## src/rtl/regfile_wb_arbiter.sv

```systemverilog
`default_nettype none
// ============================================================================
// Module   : regfile_wb_arbiter
// Purpose  : Arbitrates the single register-file write port between the
//            in-order pipeline writeback (A) and a buffered long-latency
//            result stream (B). A always wins when it writes; B results wait
//            in a FIFO and drain in idle slots. A starvation counter forces a
//            one-cycle pipeline stall so the buffer head is always written.
//            A pending scoreboard flags source registers still waiting on a
//            buffered result.
// Ports    : clk, rst_n                 - clock, async active-low reset
//            a_we, a_wa, a_wd           - pipeline writeback
//            b_valid, b_ready, b_wa,
//            b_wd                       - long-latency result handshake
//            iss_valid, iss_wa          - long-latency issue (sets pending)
//            ra1, ra2, haz1, haz2       - decode hazard lookup
//            stall_a                    - pipeline must not write this cycle
//            rf_we, rf_wa, rf_wd        - register file write port
// Revision : 1.0 - initial release
// ============================================================================
module regfile_wb_arbiter #(
    parameter int DEPTH        = 2,
    parameter int STARVE_LIMIT = 8
) (
    input  logic        clk,
    input  logic        rst_n,
    input  logic        a_we,
    input  logic [4:0]  a_wa,
    input  logic [31:0] a_wd,
    input  logic        b_valid,
    output logic        b_ready,
    input  logic [4:0]  b_wa,
    input  logic [31:0] b_wd,
    input  logic        iss_valid,
    input  logic [4:0]  iss_wa,
    input  logic [4:0]  ra1,
    input  logic [4:0]  ra2,
    output logic        haz1,
    output logic        haz2,
    output logic        stall_a,
    output logic        rf_we,
    output logic [4:0]  rf_wa,
    output logic [31:0] rf_wd
);

    localparam int AW = $clog2(DEPTH);
    localparam int SW = $clog2(STARVE_LIMIT + 1);

    localparam logic [AW:0]   c_count_full = (AW + 1)'(DEPTH);
    localparam logic [SW-1:0] c_starve_max = SW'(STARVE_LIMIT);
    localparam logic [SW-1:0] c_starve_pre = SW'(STARVE_LIMIT - 1);

    // Result buffer storage and control
    logic [4:0]    r_buf_wa [DEPTH];
    logic [31:0]   r_buf_wd [DEPTH];
    logic [AW-1:0] r_wr_ptr;
    logic [AW-1:0] r_rd_ptr;
    logic [AW:0]   r_count;

    // Scoreboard, starvation tracking
    logic [31:1]   r_pending;
    logic [SW-1:0] r_starve;
    logic          r_stall;

    logic          w_a_busy;
    logic          w_empty;
    logic          w_push;
    logic          w_pop;
    logic [4:0]    w_head_wa;
    logic [31:0]   w_head_wd;
    logic [31:0]   w_pend_vec;
    logic [SW-1:0] w_starve_next;
    logic          w_stall_next;

    // ------------------------------------------------------------------------
    // Slot classification and port mux. A write to x0 is a no-op for the
    // register file, so it leaves the slot free for the buffer head.
    // ------------------------------------------------------------------------
    assign w_a_busy  = a_we && (a_wa != 5'd0);
    assign w_empty   = (r_count == '0);
    assign w_head_wa = r_buf_wa[r_rd_ptr];
    assign w_head_wd = r_buf_wd[r_rd_ptr];

    // b_ready comes straight from the registered count; no path from b_valid.
    assign b_ready = (r_count != c_count_full);

    // Results to x0 complete the handshake but never enter the buffer.
    assign w_push = b_valid && b_ready && (b_wa != 5'd0);
    assign w_pop  = !w_a_busy && !w_empty;

    assign rf_we = w_a_busy || !w_empty;
    assign rf_wa = w_a_busy ? a_wa : w_head_wa;
    assign rf_wd = w_a_busy ? a_wd : w_head_wd;

    // ------------------------------------------------------------------------
    // FIFO. Pointers wrap naturally because DEPTH is a power of two. A push
    // while full cannot happen since w_push already requires b_ready.
    // ------------------------------------------------------------------------
    always_ff @(posedge clk) begin
        if (w_push) begin
            r_buf_wa[r_wr_ptr] <= b_wa;
            r_buf_wd[r_wr_ptr] <= b_wd;
        end
    end

    always_ff @(posedge clk or negedge rst_n) begin
        if (!rst_n) begin
            r_wr_ptr <= '0;
            r_rd_ptr <= '0;
            r_count  <= '0;
        end else begin
            if (w_push) begin
                r_wr_ptr <= r_wr_ptr + 1'b1;
            end
            if (w_pop) begin
                r_rd_ptr <= r_rd_ptr + 1'b1;
            end
            case ({w_push, w_pop})
                2'b10:   r_count <= r_count + 1'b1;
                2'b01:   r_count <= r_count - 1'b1;
                default: r_count <= r_count;
            endcase
        end
    end

    // ------------------------------------------------------------------------
    // Pending scoreboard. Each bit is set by an issue and cleared when the
    // matching head entry pops; a same-cycle issue to that register wins so a
    // newer in-flight op is never lost. Bit 0 does not exist (x0 constant).
    // ------------------------------------------------------------------------
    generate
        for (genvar gi = 1; gi < 32; gi++) begin : g_pending
            logic w_set;
            logic w_clr;

            assign w_set = iss_valid && (iss_wa == 5'(gi));
            assign w_clr = w_pop && (w_head_wa == 5'(gi));

            always_ff @(posedge clk or negedge rst_n) begin
                if (!rst_n) begin
                    r_pending[gi] <= 1'b0;
                end else begin
                    r_pending[gi] <= w_set || (r_pending[gi] && !w_clr);
                end
            end
        end
    endgenerate

    assign w_pend_vec = {r_pending, 1'b0};
    assign haz1       = w_pend_vec[ra1];
    assign haz2       = w_pend_vec[ra2];

    // ------------------------------------------------------------------------
    // Starvation counter: counts consecutive cycles the head is blocked by A.
    // The stall pulse is raised only on the edge the counter first reaches
    // the limit, so it lasts exactly one cycle; the head then pops in that
    // stalled cycle, which also returns the counter to zero.
    // ------------------------------------------------------------------------
    always_comb begin
        w_starve_next = r_starve;
        w_stall_next  = 1'b0;
        if (w_empty || w_pop) begin
            w_starve_next = '0;
        end else if (w_a_busy && (r_starve != c_starve_max)) begin
            w_starve_next = r_starve + 1'b1;
            w_stall_next  = (r_starve == c_starve_pre);
        end
    end

    always_ff @(posedge clk or negedge rst_n) begin
        if (!rst_n) begin
            r_starve <= '0;
            r_stall  <= 1'b0;
        end else begin
            r_starve <= w_starve_next;
            r_stall  <= w_stall_next;
        end
    end

    assign stall_a = r_stall;

    // ------------------------------------------------------------------------
    // Upstream contract checks (simulation only effect).
    // ------------------------------------------------------------------------
    a_no_write_during_stall : assert property (
        @(posedge clk) disable iff (!rst_n) !(r_stall && w_a_busy)
    );

    a_no_waw_on_pending : assert property (
        @(posedge clk) disable iff (!rst_n) !(w_a_busy && w_pend_vec[a_wa])
    );

endmodule
`default_nettype wire

```

## config.mk

```make
export PLATFORM = sky130hd
export DESIGN_NAME = regfile_wb_arbiter
export DESIGN_NICKNAME = d
export VERILOG_FILES = /design/src/rtl/regfile_wb_arbiter.sv
export SDC_FILE = /design/constraint.sdc
export NUM_CORES = 1
export LEC_CHECK = 0
export BUFFER_PORTS_ARGS = -buffer_cell sky130_fd_sc_hd__buf_4
export CAP_MARGIN = 0
export CORE_UTILIZATION = 40
export DETAILED_ROUTE_END_ITERATION = 12
export SYNTH_ARGS = -nofsm -noshare
export SYNTH_HDL_FRONTEND = slang
export SYNTH_SLANG_ARGS = --single-unit
```

## constraint.sdc

```tcl
create_clock -name clk -period 3.2 [get_ports clk]
set_clock_uncertainty 0.05 [all_clocks]
set_input_delay 0.16 -clock clk [delete_from_list [all_inputs] [get_ports clk]]
set_output_delay 0.16 -clock clk [all_outputs]
set_load 0.1 [all_outputs]
```

==> impl_results.md, run 1 <==
- Sequential power share: 35.6%
- Placer Congestion: 0.845
- Via Count: 4360
- Pin count of the biggest net entering global routing: 66
- RSZ-0062 raised after global routing: false
- Row count: 42
- Synth top area cells: edfxtp_1 (40%), dfrtp_1 (18%), mux2i_1 (9.1%)
- First-pass GRT wire length: 21100 um
- Area leader, netlist: edfxtp_1
- Leak: 0.00307 uW
- Cell variety after synth: 43
- Setup WS pre-CTS: 0.667 ns
- Largest family of logic cells by synthesized area: compound AO/OA/AOI/OAI gates
- Wire per inst: 16.2 um
- Post-synthesis adder-cell area fraction: 0.680%
- # IOs: 136
- VDD IR max: 617 uV
- Hold WC Path Type: input port to register
- Synth Cell Area: 5520 um^2
- Internal Power: 4030 uW
- Final Setup Violations: 0
- Syn_area_per_cell: 12.1 um^2
- Vias per cell: 5.36
- Post-DP HPWL: 8970 um
- Total Power: 6850 uW
- Yosys warns: 0
- Fill cells: 1136
- Final hold vios: 0
- XOR/XNOR Fraction of Synth Area: 1.11%
- CTS tree: yes
- Initial antenna violation count: 0
- Async S/R FF share, synth: 35.1%
- Switching part of the total power: 41.1%
- Die Height: 120 um
- Commonest register cell after synthesis: edfxtp_1
- PortBufs: 135
- Die Width: 120 um
- Clock share of power: 25.4%
- Worst endpoint required time: 2.99 ns
- Layout net count: 722
- Core Box Area: 13300 um^2
- Die ar.: 14300 um^2
- Synth-to-layout area growth: 37.4%
- Min cycle time layout: 2.68 ns
- Layout cells sized above 1: 27.7%
- Synthesis-stage register bit count: 114
- Multiplexer share of the synthesized area: 12.1%
- Clk root buf: clkbuf_16
- Remaining antenna violation count: 0
- Max-cap violation count: 0
- DRT Pass-1 Iters: 5
- Mapped Cells: 457
- All-Layer GR Usage: 19.3%
- Sequential area share after synthesis: 58.3%
- ANT cells: 0
- CTS clk-pin slew, worst paths: 0.05 ns
- Final non-filler cell total: 814
- Vias in the first global route: 4218
- Initial Util: 41.4%
- Area of the multi-input gates: 2140 um^2
- CTS H-tree lvls: 4
- # resized after CTS: 0
- Number of synthesized flops with an enable pin: 74
- Routed wire length: 13200 um
- Tcrit/Tclk final: 83.7%
- Storage cell area: 3220 um^2
- Setup WS post-layout: 0.522 ns
- Placed cell count: 744
- Drt drc: 0
- Skew-Pair Late Insertion Delay: 0.40 ns
- Total grt overflow: 0
- 1st-iter DRT viols: 177
- Slew HR: 23.5%
- Tightest Pin Transition: 1.15 ns
- P_sw: 2820 uW
- Num CTS Buffers: 17
- Compound-Gate Fraction of Synth Area: 14.9%
- Longest Clk Path Bufs: 2
- Share of the synthesized area in the top cell type: 40.2%
- Setup_tns: 0 ns
- Combinational share of power: 39.0%
- Worst path arrival time: 2.47 ns
- Kind of critical path: register to primary output
- Final Max Tran Viols: 0
- Utilization after layout: 56.9%
- Clock Sinks: 114
- Status: complete, no violations
- Max Freq: 0.373 GHz
- Post-synth net total: 554
- Crit. End Element: primary output
- PwrDens: 903 nW/um^2
- CP startpoint kind: register
- Crit-path max FO: 36
- Post-synthesis simple-gate area fraction: 9.69%
## repair_timing
action | in CTS | in global routing
setup buffers | 0 | 0
hold buffers | 38 | 0
hold endpoints to repair | 114 | 0
## flip-flops by register name, summed over array words and instances, names as in the netlist
register,count
stall_a,1
r_starve,4
r_pending,31
r_count,2
r_rd_ptr,1
r_wr_ptr,1
r_buf_wd,64
r_buf_wa,10
## per-layer routing
layer	up-vias	routed length [um]	GRT usage [%]	share of wire (%)
met1	2080	5950	25.9	45
met2	159	6240	30.0	47
met5	-	0	0	0
li1	2109	-	-	-
met4	0	169	7.81	1.3
met3	12	824	4.47	6.3
## logic make-up (layout without fill, tap and decap cells)
family	count (synthesis)	after routing
simple gates	108	108
compound gates	130	130
xor+xnor	7	7
fa+ha+maj	3	3
flops	114	114
buf+inv	36	217
mux	59	59
## path summary, 6_finish.rpt
path / to / slack, ns / depth (start not counted) / from
min in group asynchronous: r_starve[1] / 0.24 / 2 / rst_n
max reg2reg: r_buf_wd[1][31] / 0.85 / 3 / r_count[0]
min: r_pending[2] / 0.11 / 3 / iss_valid
max: rf_wd[17] / 0.52 / 4 / r_rd_ptr
min reg2reg: stall_a / 0.46 / 1 / r_starve[3]
max in group asynchronous: r_rd_ptr / 2.48 / 2 / rst_n
## cells in the mapped netlist (5+ instances only)
| master | instances |
|---|---|
| a21oi_1 | 7 |
| mux4_2 | 6 |
| dfrtp_1 | 40 |
| nor2_1 | 17 |
| nand2_1 | 48 |
| clkbuf_1 | 15 |
| o22ai_1 | 5 |
| inv_1 | 9 |
| o41ai_1 | 29 |
| buf_2 | 6 |
| mux2i_1 | 50 |
| nand2b_1 | 6 |
| nor2b_1 | 6 |
| o21ai_0 | 64 |
| nand3_1 | 7 |
| edfxtp_1 | 74 |
| a22oi_1 | 5 |
## area by class of cell
| cell class | count | area share, % |
|---|---|---|
| Tap cell | 176 | 2.90 |
| Multi-Input combinational cell | 307 | 28.3 |
| Clock buffer | 18 | 5.65 |
| Clock inverter | 14 | 1.60 |
| Sequential cell | 114 | 42.5 |
| Inverter | 9 | 0.445 |
| Timing Repair Buffer | 176 | 18.7 |
## per-stage QoR
| stage | instance area, um^2 | hold slack (ns) |
|---|---|---|
| after CTS | 7590 | 0.0907 |
| after global placement | 6660 | 0.114 |
| after global routing | 7590 | 0.130 |
| after floorplan | 5540 | -0.186 |
| final | 7590 | 0.115 |
| after detailed placement | 6660 | 0.121 |
## critical path, cell delays in order, from the launching register on
cell	delay, ns
dfrtp_2	0.90
buf_4	0.46
mux2i_1	0.35
o21ai_1	0.11
buf_4	0.25
## layout by cell type, fill, tap and decap left out, types with 3 or more instances in the layout
master         synthesis  layout
xor2_1                 3       3
nand2_1               48      48
clkinv_1               0       5
o22ai_1                5       5
mux4_2                 6       6
ha_1                   3       3
o2111ai_1              3       3
clkinv_2               0       4
dlygate4sd3_1          0      38
nand3_1                7       7
nor2_1                17      15
buf_4                  0     138
o21ai_0               64      35
xnor2_1                4       4
nor3b_1                3       3
clkinvlp_4             0       3
or4_1                  3       3
nand4b_1               3       3
a21oi_1                7       7
o41ai_1               29      29
inv_1                  9       9
o211ai_1               4       4
o21ai_1                4      33
clkbuf_16              0      17
nand2b_1               6       6
edfxtp_1              74      74
dfrtp_1               40      39
a22oi_1                5       5
mux2_2                 3       3
nand3b_1               3       3
nor2b_1                6       6
nand4_1                3       3
mux2i_1               50      50
## power groups by stage
stage	Clock, uW	Combinational [uW]	Sequential [uW]
4_1_cts	1770	2690	2440
3_5_place_dp	0	2640	2460
6_report	1740	2670	2440
3_3_place_gp	0	2610	2440
2_1_floorplan	0	2140	2260
5_1_grt	1840	2840	2500
Power figures use the tool's default switching activity.
==> run 2: changes to the inputs <==
Settings changed: ABC_AREA set to 1.
Clock period 3.2 ns to 2.8 ns, I/O delays scaled along.
==> impl_results.md, run 2 <==
- Crit-path most repeated cell: nand2_1 (was buf_4)
- Async S/R FF share, synth: 35.1% (unchanged)
- # IOs: 136 (unchanged)
- Routed wire length: 15300 um (was 13200 um)
- First-pass GRT wire length: 24300 um (was 21100 um)
- Setup Buffers After CTS: 0 (unchanged)
- Total grt overflow: 0 (unchanged)
- CP max-delay cell: buf_4 (was dfrtp_2)
- Status: complete, no violations (unchanged)
- Clk root buf: clkbuf_16 (unchanged)
- Layout net count: 920 (was 722)
- PortBufs: 135 (unchanged)
- Switching part of the total power: 44.7% (was 41.1%)
- Setup WS post-layout: 0.570 ns (was 0.522 ns)
- Final non-filler cell total: 1016 (was 814)
- CTS H-tree lvls: 4 (unchanged)
- Number of synthesized flops with an enable pin: 74 (unchanged)
- Buffers plus inverters on the worst setup path: 3 (was 2)
- Layout cells sized above 1: 25.8% (was 27.7%)
- Slew HR: 35.5% (was 23.5%)
- Post-DP HPWL: 10500 um (was 8970 um)
- Fill cells: 1210 (was 1136)
- RSZ-0062 raised after global routing: false (unchanged)
- Die Width: 121 um (was 120 um)
- Met3 Use GR: 5.59% (was 4.47%)
- Commonest register cell after synthesis: edfxtp_1 (unchanged)
- Min cycle time layout: 2.23 ns
- VDD IR max: 562 uV (was 617 uV)
- Final Setup Violations: 0 (unchanged)
- Num CTS Buffers: 17 (unchanged)
- Area leader, netlist: edfxtp_1 (unchanged)
- Utilization after layout: 57.4% (was 56.9%)
- PwrDens: 1040 nW/um^2 (was 903 nW/um^2)
- Clock share of power: 24.9% (was 25.4%)
- Placed cell count: 944 (was 744)
- Placer Congestion: 0.898 (was 0.845)
- Top flop regs: r_buf_wd x64, r_pending x31, r_buf_wa x10 (unchanged)
- Hold WC Path Type: input port to register (unchanged)
- Core Box Area: 13900 um^2 (was 13300 um^2)
- Setup crit start: r_rd_ptr (unchanged)
- Share of the synthesized area in the top cell type: 39.0% (was 40.2%)
- Final Instance Area: 7970 um^2 (was 7590 um^2)
- CTS clk-pin slew, worst paths: 0.05 ns (about the same)
- 1st-iter DRT viols: 313 (was 177)
- Combinational share of power: 43.1% (was 39.0%)
- Most common cell in the netlist: nand2_1 (was edfxtp_1)
- Internal Power: 4580 uW (was 4030 uW)
- Syn_area_per_cell: 8.76 um^2 (was 12.1 um^2)
- Commonest non-fill, non-tap cell in the layout: nand2_1 (was buf_4)
- Max-cap violation count: 0 (unchanged)
- Longest Clk Path Bufs: 2 (unchanged)
- Slowest stage delay, CP: 0.44 ns (was 0.90 ns)
- P_sw: 3700 uW (was 2820 uW)
- Tightest Pin Transition: 0.964 ns (was 1.15 ns)
- Row count: 43 (was 42)
- Crit-path max FO: 38 (was 36)
- Reg2reg path depth: 5 (was 3)
- Setup WS pre-CTS: 0.930 ns (was 0.667 ns)
- Vias per cell: 4.98 (was 5.36)
- Sequential area share after synthesis: 56.5% (was 58.3%)
- Wire per inst: 15.0 um (was 16.2 um)
- RR Endpoint: r_buf_wd[0][4] (was r_buf_wd[1][31])
- Remaining antenna violation count: 0 (unchanged)
- Routing usage on met2: 35.7% (was 30.0%)
- Yosys warns: 0 (unchanged)
- Die ar.: 14700 um^2 (was 14300 um^2)
- Post-synth net total: 748 (was 554)
- Final hold vios: 0 (unchanged)
- Mapped Cells: 651 (was 457)
- Sequential power share: 32.0% (was 35.6%)
- Critical-path cell list: buf_4 > nand2_1 > nand2_1 > nand2_1 > buf_4 > nand2_1 > buf_4 (was buf_4 > mux2i_1 > o21ai_1 > buf_4)
- FF-to-FF setup slack: 0.93 ns (was 0.85 ns)
- Cts hold-fix bufs: 40 (was 38)
- Die Height: 121 um (was 120 um)
- # resized after CTS: 0 (unchanged)
- CP startpoint kind: register (unchanged)
- DRT Pass-1 Iters: 5 (unchanged)
- Initial Util: 41.1% (was 41.4%)
- Busiest layer in global routing: met2 (unchanged)
- All-Layer GR Usage: 21.7% (was 19.3%)
- Via Count: 5061 (was 4360)
- Clock Sinks: 114 (unchanged)
- Worst path arrival time: 2.04 ns (was 2.47 ns)
- Number of flip-flops in the largest register: 64 (unchanged)
- Critical R2R Launch: r_count[0] (unchanged)
- Final Max Tran Viols: 0 (unchanged)
- Tcrit/Tclk final: 79.6%
- Crit. path cell count: 7 (was 4)
- Kind of critical path: register to primary output (unchanged)
- Family with the most delay on the worst path: buffers and inverters (was flip-flops)
- CTS tree: yes (unchanged)
- Worst endpoint required time: 2.61 ns (was 2.99 ns)
- Vias in the first global route: 4878 (was 4218)
- Most frequent cells in the layout: nand2_1 (242), buf_4 (140), edfxtp_1 (74) (was buf_4 (138), edfxtp_1 (74), mux2i_1 (50))
- Met1 usage: 26.9% (was 25.9%)
- Setup crit end: rf_wa[4] (was rf_wd[17])
- Pin count of the biggest net entering global routing: 66 (unchanged)
- Initial antenna violation count: 0 (unchanged)
- Synthesis-stage register bit count: 114 (unchanged)
- Hold WS: 0.0305 ns (was 0.115 ns)
- DP Area: 6990 um^2 (was 6660 um^2)
- Max Freq: 0.449 GHz
- Leak: 0.00347 uW (was 0.00307 uW)
- Synth top area cells: edfxtp_1 (39%), dfrtp_1 (18%), nand2_1 (16%) (was edfxtp_1 (40%), dfrtp_1 (18%), mux2i_1 (9.1%))
- Drt drc: 0 (unchanged)
- ANT cells: 0 (unchanged)
- Synth Cell Area: 5700 um^2 (was 5520 um^2)
- Top post-synthesis cells by count: nand2_1 (243), edfxtp_1 (74), nor2_1 (56), nand3_1 (55) (was edfxtp_1 (74), o21ai_0 (64), mux2i_1 (50), nand2_1 (48), dfrtp_1 (40))
- Skew-Pair Late Insertion Delay: 0.41 ns (was 0.40 ns)
- Cell variety after synth: 28 (was 43)
- Most flop-heavy register: r_buf_wd (unchanged)
- Synth-to-layout area growth: 39.7% (was 37.4%)
- Crit. End Element: primary output (unchanged)
-- run 2: final cells by class --
class / count / area [um^2] / share of cell area [%]
clock buffers: 19 / 433 / 5.44
clock inverters: 13 / 139 / 1.74
inverters: 44 / 165 / 2.07
multi-input cells: 465 / 2310 / 29.0
flip-flops and latches: 114 / 3220 / 40.5
well taps: 180 / 225 / 2.83
repair buffers: 181 / 1470 / 18.5
-- run 2: tightest hold or removal path, stage by stage --
cell and delay (ns):
buf_4 0.11, nor2_1 0.06, nand3_1 0.08, nand2_1 0.05
-- run 2: metrics by stage --
stage,power (uW),TNS [ns]
3_3_place_gp,6150,0
2_1_floorplan,5330,-12.08
6_report,8290,0
4_1_cts,8330,0
3_5_place_dp,6200,0
5_1_grt,8710,0
-- run 2: logic make-up (layout without fill, tap and decap cells) --
group           Yosys count  count (layout)  share of synthesized area (%)
xor+xnor                  6               6                          0.922
compound gates           79              79                           7.64
simple gates            377             377                           28.8
buf+inv                  72             257                           5.46
flops                   114             114                           56.5
fa+ha+maj                 3               3                          0.659
-- run 2: worst min path at each step --
stage | start | end | cells past startpoint
floorplan | rst_n | r_count[0] | 0
global placement | rst_n | r_starve[1] | 1
detailed placement | rst_n | r_starve[0] | 1
CTS | iss_wa[3] | r_pending[16] | 4
global route | iss_wa[2] | r_pending[16] | 4
finish | iss_wa[3] | r_pending[16] | 4
-- run 2: metal layers --
layer / vias up / routed length [um]
li1: 2513 / -
met1: 2351 / 6500
met2: 174 / 7530
met3: 23 / 966
met4: 0 / 290
met5: - / 0
-- run 2: power groups by stage --
stage	clock [uW]	combinational (uW)	sequential (uW)
2_1_floorplan	0	2740	2580
3_3_place_gp	0	3490	2660
3_5_place_dp	0	3530	2680
4_1_cts	2090	3590	2650
5_1_grt	2170	3830	2720
6_report	2060	3570	2650
==> run 3: changes to the inputs <==
Clock period 2.8 ns to 2.2 ns, I/O delays scaled along.
==> impl_results.md, run 3 (synthesis gave the netlist of run 2 again) <==
- Final hold vios: 0 (unchanged)
- Skew-Pair Late Insertion Delay: 0.40 ns (was 0.41 ns)
- Final Max Tran Viols: 0 (unchanged)
- DRT Pass-1 Iters: 5 (unchanged)
- 1st-iter DRT viols: 359 (was 313)
- Synth-to-layout area growth: 42.8% (was 39.7%)
- Post-DP HPWL: 10900 um (was 10500 um)
- ANT cells: 0 (unchanged)
- Setup WS post-layout: 0.113 ns (was 0.570 ns)
- CP startpoint kind: register (unchanged)
- Worst endpoint required time: 2.04 ns (was 2.61 ns)
- First-pass GRT wire length: 24800 um (was 24300 um)
- Max Freq: 0.479 GHz
- Final non-filler cell total: 1020 (was 1016)
- Hold WC Path Type: input port to register (unchanged)
- Total grt overflow: 0 (unchanged)
- Most flop-heavy register: r_buf_wd (unchanged)
- Placed cell count: 947 (was 944)
- Clock Sinks: 114 (unchanged)
- Wire per inst: 15.0 um (about the same)
- Tcrit/Tclk final: 94.9%
- Fill cells: 1209 (was 1210)
- Vias per cell: 5.02 (was 4.98)
- Tightest Pin Transition: 0.596 ns (was 0.964 ns)
- Slew HR: 60.1% (was 35.5%)
- Utilization after layout: 58.7% (was 57.4%)
- CTS H-tree lvls: 4 (unchanged)
- Routed wire length: 15300 um (about the same)
- Placer Congestion: 0.868 (was 0.898)
- Leak: 0.00356 uW (was 0.00347 uW)
- All-Layer GR Usage: 22.0% (was 21.7%)
- Remaining antenna violation count: 0 (unchanged)
- PortBufs: 135 (unchanged)
- Via Count: 5117 (was 5061)
- Layout net count: 925 (was 920)
- Vias in the first global route: 5127 (was 4878)
- Setup Buffers After CTS: 0 (unchanged)
- Top flop regs: r_buf_wd x64, r_pending x31, r_buf_wa x10 (unchanged)
- Min cycle time layout: 2.09 ns
- DP Area: 7120 um^2 (was 6990 um^2)
- Num CTS Buffers: 17 (unchanged)
- Crit. End Element: primary output (unchanged)
- Commonest non-fill, non-tap cell in the layout: nand2_1 (unchanged)
- Number of flip-flops in the largest register: 64 (unchanged)
- Initial antenna violation count: 0 (unchanged)
- RSZ-0062 raised after global routing: false (unchanged)
- Setup WS pre-CTS: 0.336 ns (was 0.930 ns)
- Final Instance Area: 8140 um^2 (was 7970 um^2)
- PwrDens: 1330 nW/um^2 (was 1040 nW/um^2)
- Clk root buf: clkbuf_16 (unchanged)
- CTS clk-pin slew, worst paths: 0.05 ns (about the same)
- Layout cells sized above 1: 27.1% (was 25.8%)
- CTS tree: yes (unchanged)
- Kind of critical path: register to primary output (unchanged)
- Die Height: 121 um (unchanged)
- Setup_tns: 0 ns (unchanged)
- Worst path arrival time: 1.93 ns (was 2.04 ns)
- Initial Util: 41.1% (unchanged)
- Core Box Area: 13900 um^2 (unchanged)
- Most frequent cells in the layout: nand2_1 (241), buf_4 (139), edfxtp_1 (74) (was nand2_1 (242), buf_4 (140), edfxtp_1 (74))
- Max-cap violation count: 0 (unchanged)
- Die Width: 121 um (unchanged)
- Drt drc: 0 (unchanged)
- Final Setup Violations: 0 (unchanged)
- Status: complete, no violations (unchanged)
- Die ar.: 14700 um^2 (unchanged)
- VDD IR max: 709 uV (was 562 uV)
- # IOs: 136 (unchanged)
- Pin count of the biggest net entering global routing: 55 (was 66)
- Longest Clk Path Bufs: 2 (unchanged)
- Row count: 43 (unchanged)
- Crit-path max FO: 26 (was 38)
==> run 3: cell types whose count changed in the layout (fill, tap and decap cells not counted), sizes merged <==
cell / previous run / this run
clkinvlp: 7 / 0
clkinv: 4 / 8
buf: 141 / 144
bufinv: 2 / 4
dlygate4sd3: 40 / 42
==> run 3: repair_timing <==
item                       CTS  global route
hold buffers                42             0
hold endpoints to repair   117             0
gates resized for setup      1             0
setup endpoints to repair    1             0
==> run 3: routing by layer <==
metal | part of all wire (%) | vias up | GRT usage, %
met5 | 0 | - | 0
met4 | 1.7 | 0 | 7.48
met3 | 6.4 | 20 | 6.63
met2 | 49 | 154 | 37.4
met1 | 43 | 2424 | 26.4
li1 | - | 2519 | -
==> run 3: layout make-up <==
cell class	instances	area, um^2	share of cell area (%)
sequential	114	3220	39.6
clock inverter	12	165	2.03
multi-input combinational	465	2380	29.2
tap	180	225	2.77
timing repair buffer	186	1560	19.1
inverter	44	165	2.03
clock buffer	19	433	5.32
==> run 3: stage by stage <==
step / hold slack, ns / power, uW
floorplan: -0.236 / 6850
global placement: 0.0610 / 7990
detailed placement: 0.0693 / 8060
CTS: 0.00486 / 10900
global route: 0.00525 / 11400
finish: 0.0250 / 10800
==> run 3: worst max-delay path, stage by stage (launching register included) <==
cell	delay (ns)
dfrtp_1	0.35
buf_4	0.24
buf_6	0.27
nand2_1	0.10
a31oi_2	0.23
buf_4	0.32
==> run 3: where the power goes <==
part	total [uW]	internal (uW)	switching [uW]
combinational	4690	1280	3410
sequential	3390	2990	402
clock	2760	1870	891
==> run 3: path summary, 6_finish.rpt <==
check                             start       endpoint  cells past startpoint  slack [ns]
setup / recovery               r_rd_ptr       rf_wd[3]                      5        0.11
hold / removal                iss_wa[3]  r_pending[16]                      4        0.03
setup reg to reg             r_count[1]     r_count[1]                      8        0.33
hold reg to reg            r_pending[2]   r_pending[2]                      2        0.45
max in group asynchronous         rst_n   r_pending[4]                      2        1.57
min in group asynchronous         rst_n  r_pending[27]                      2        0.18
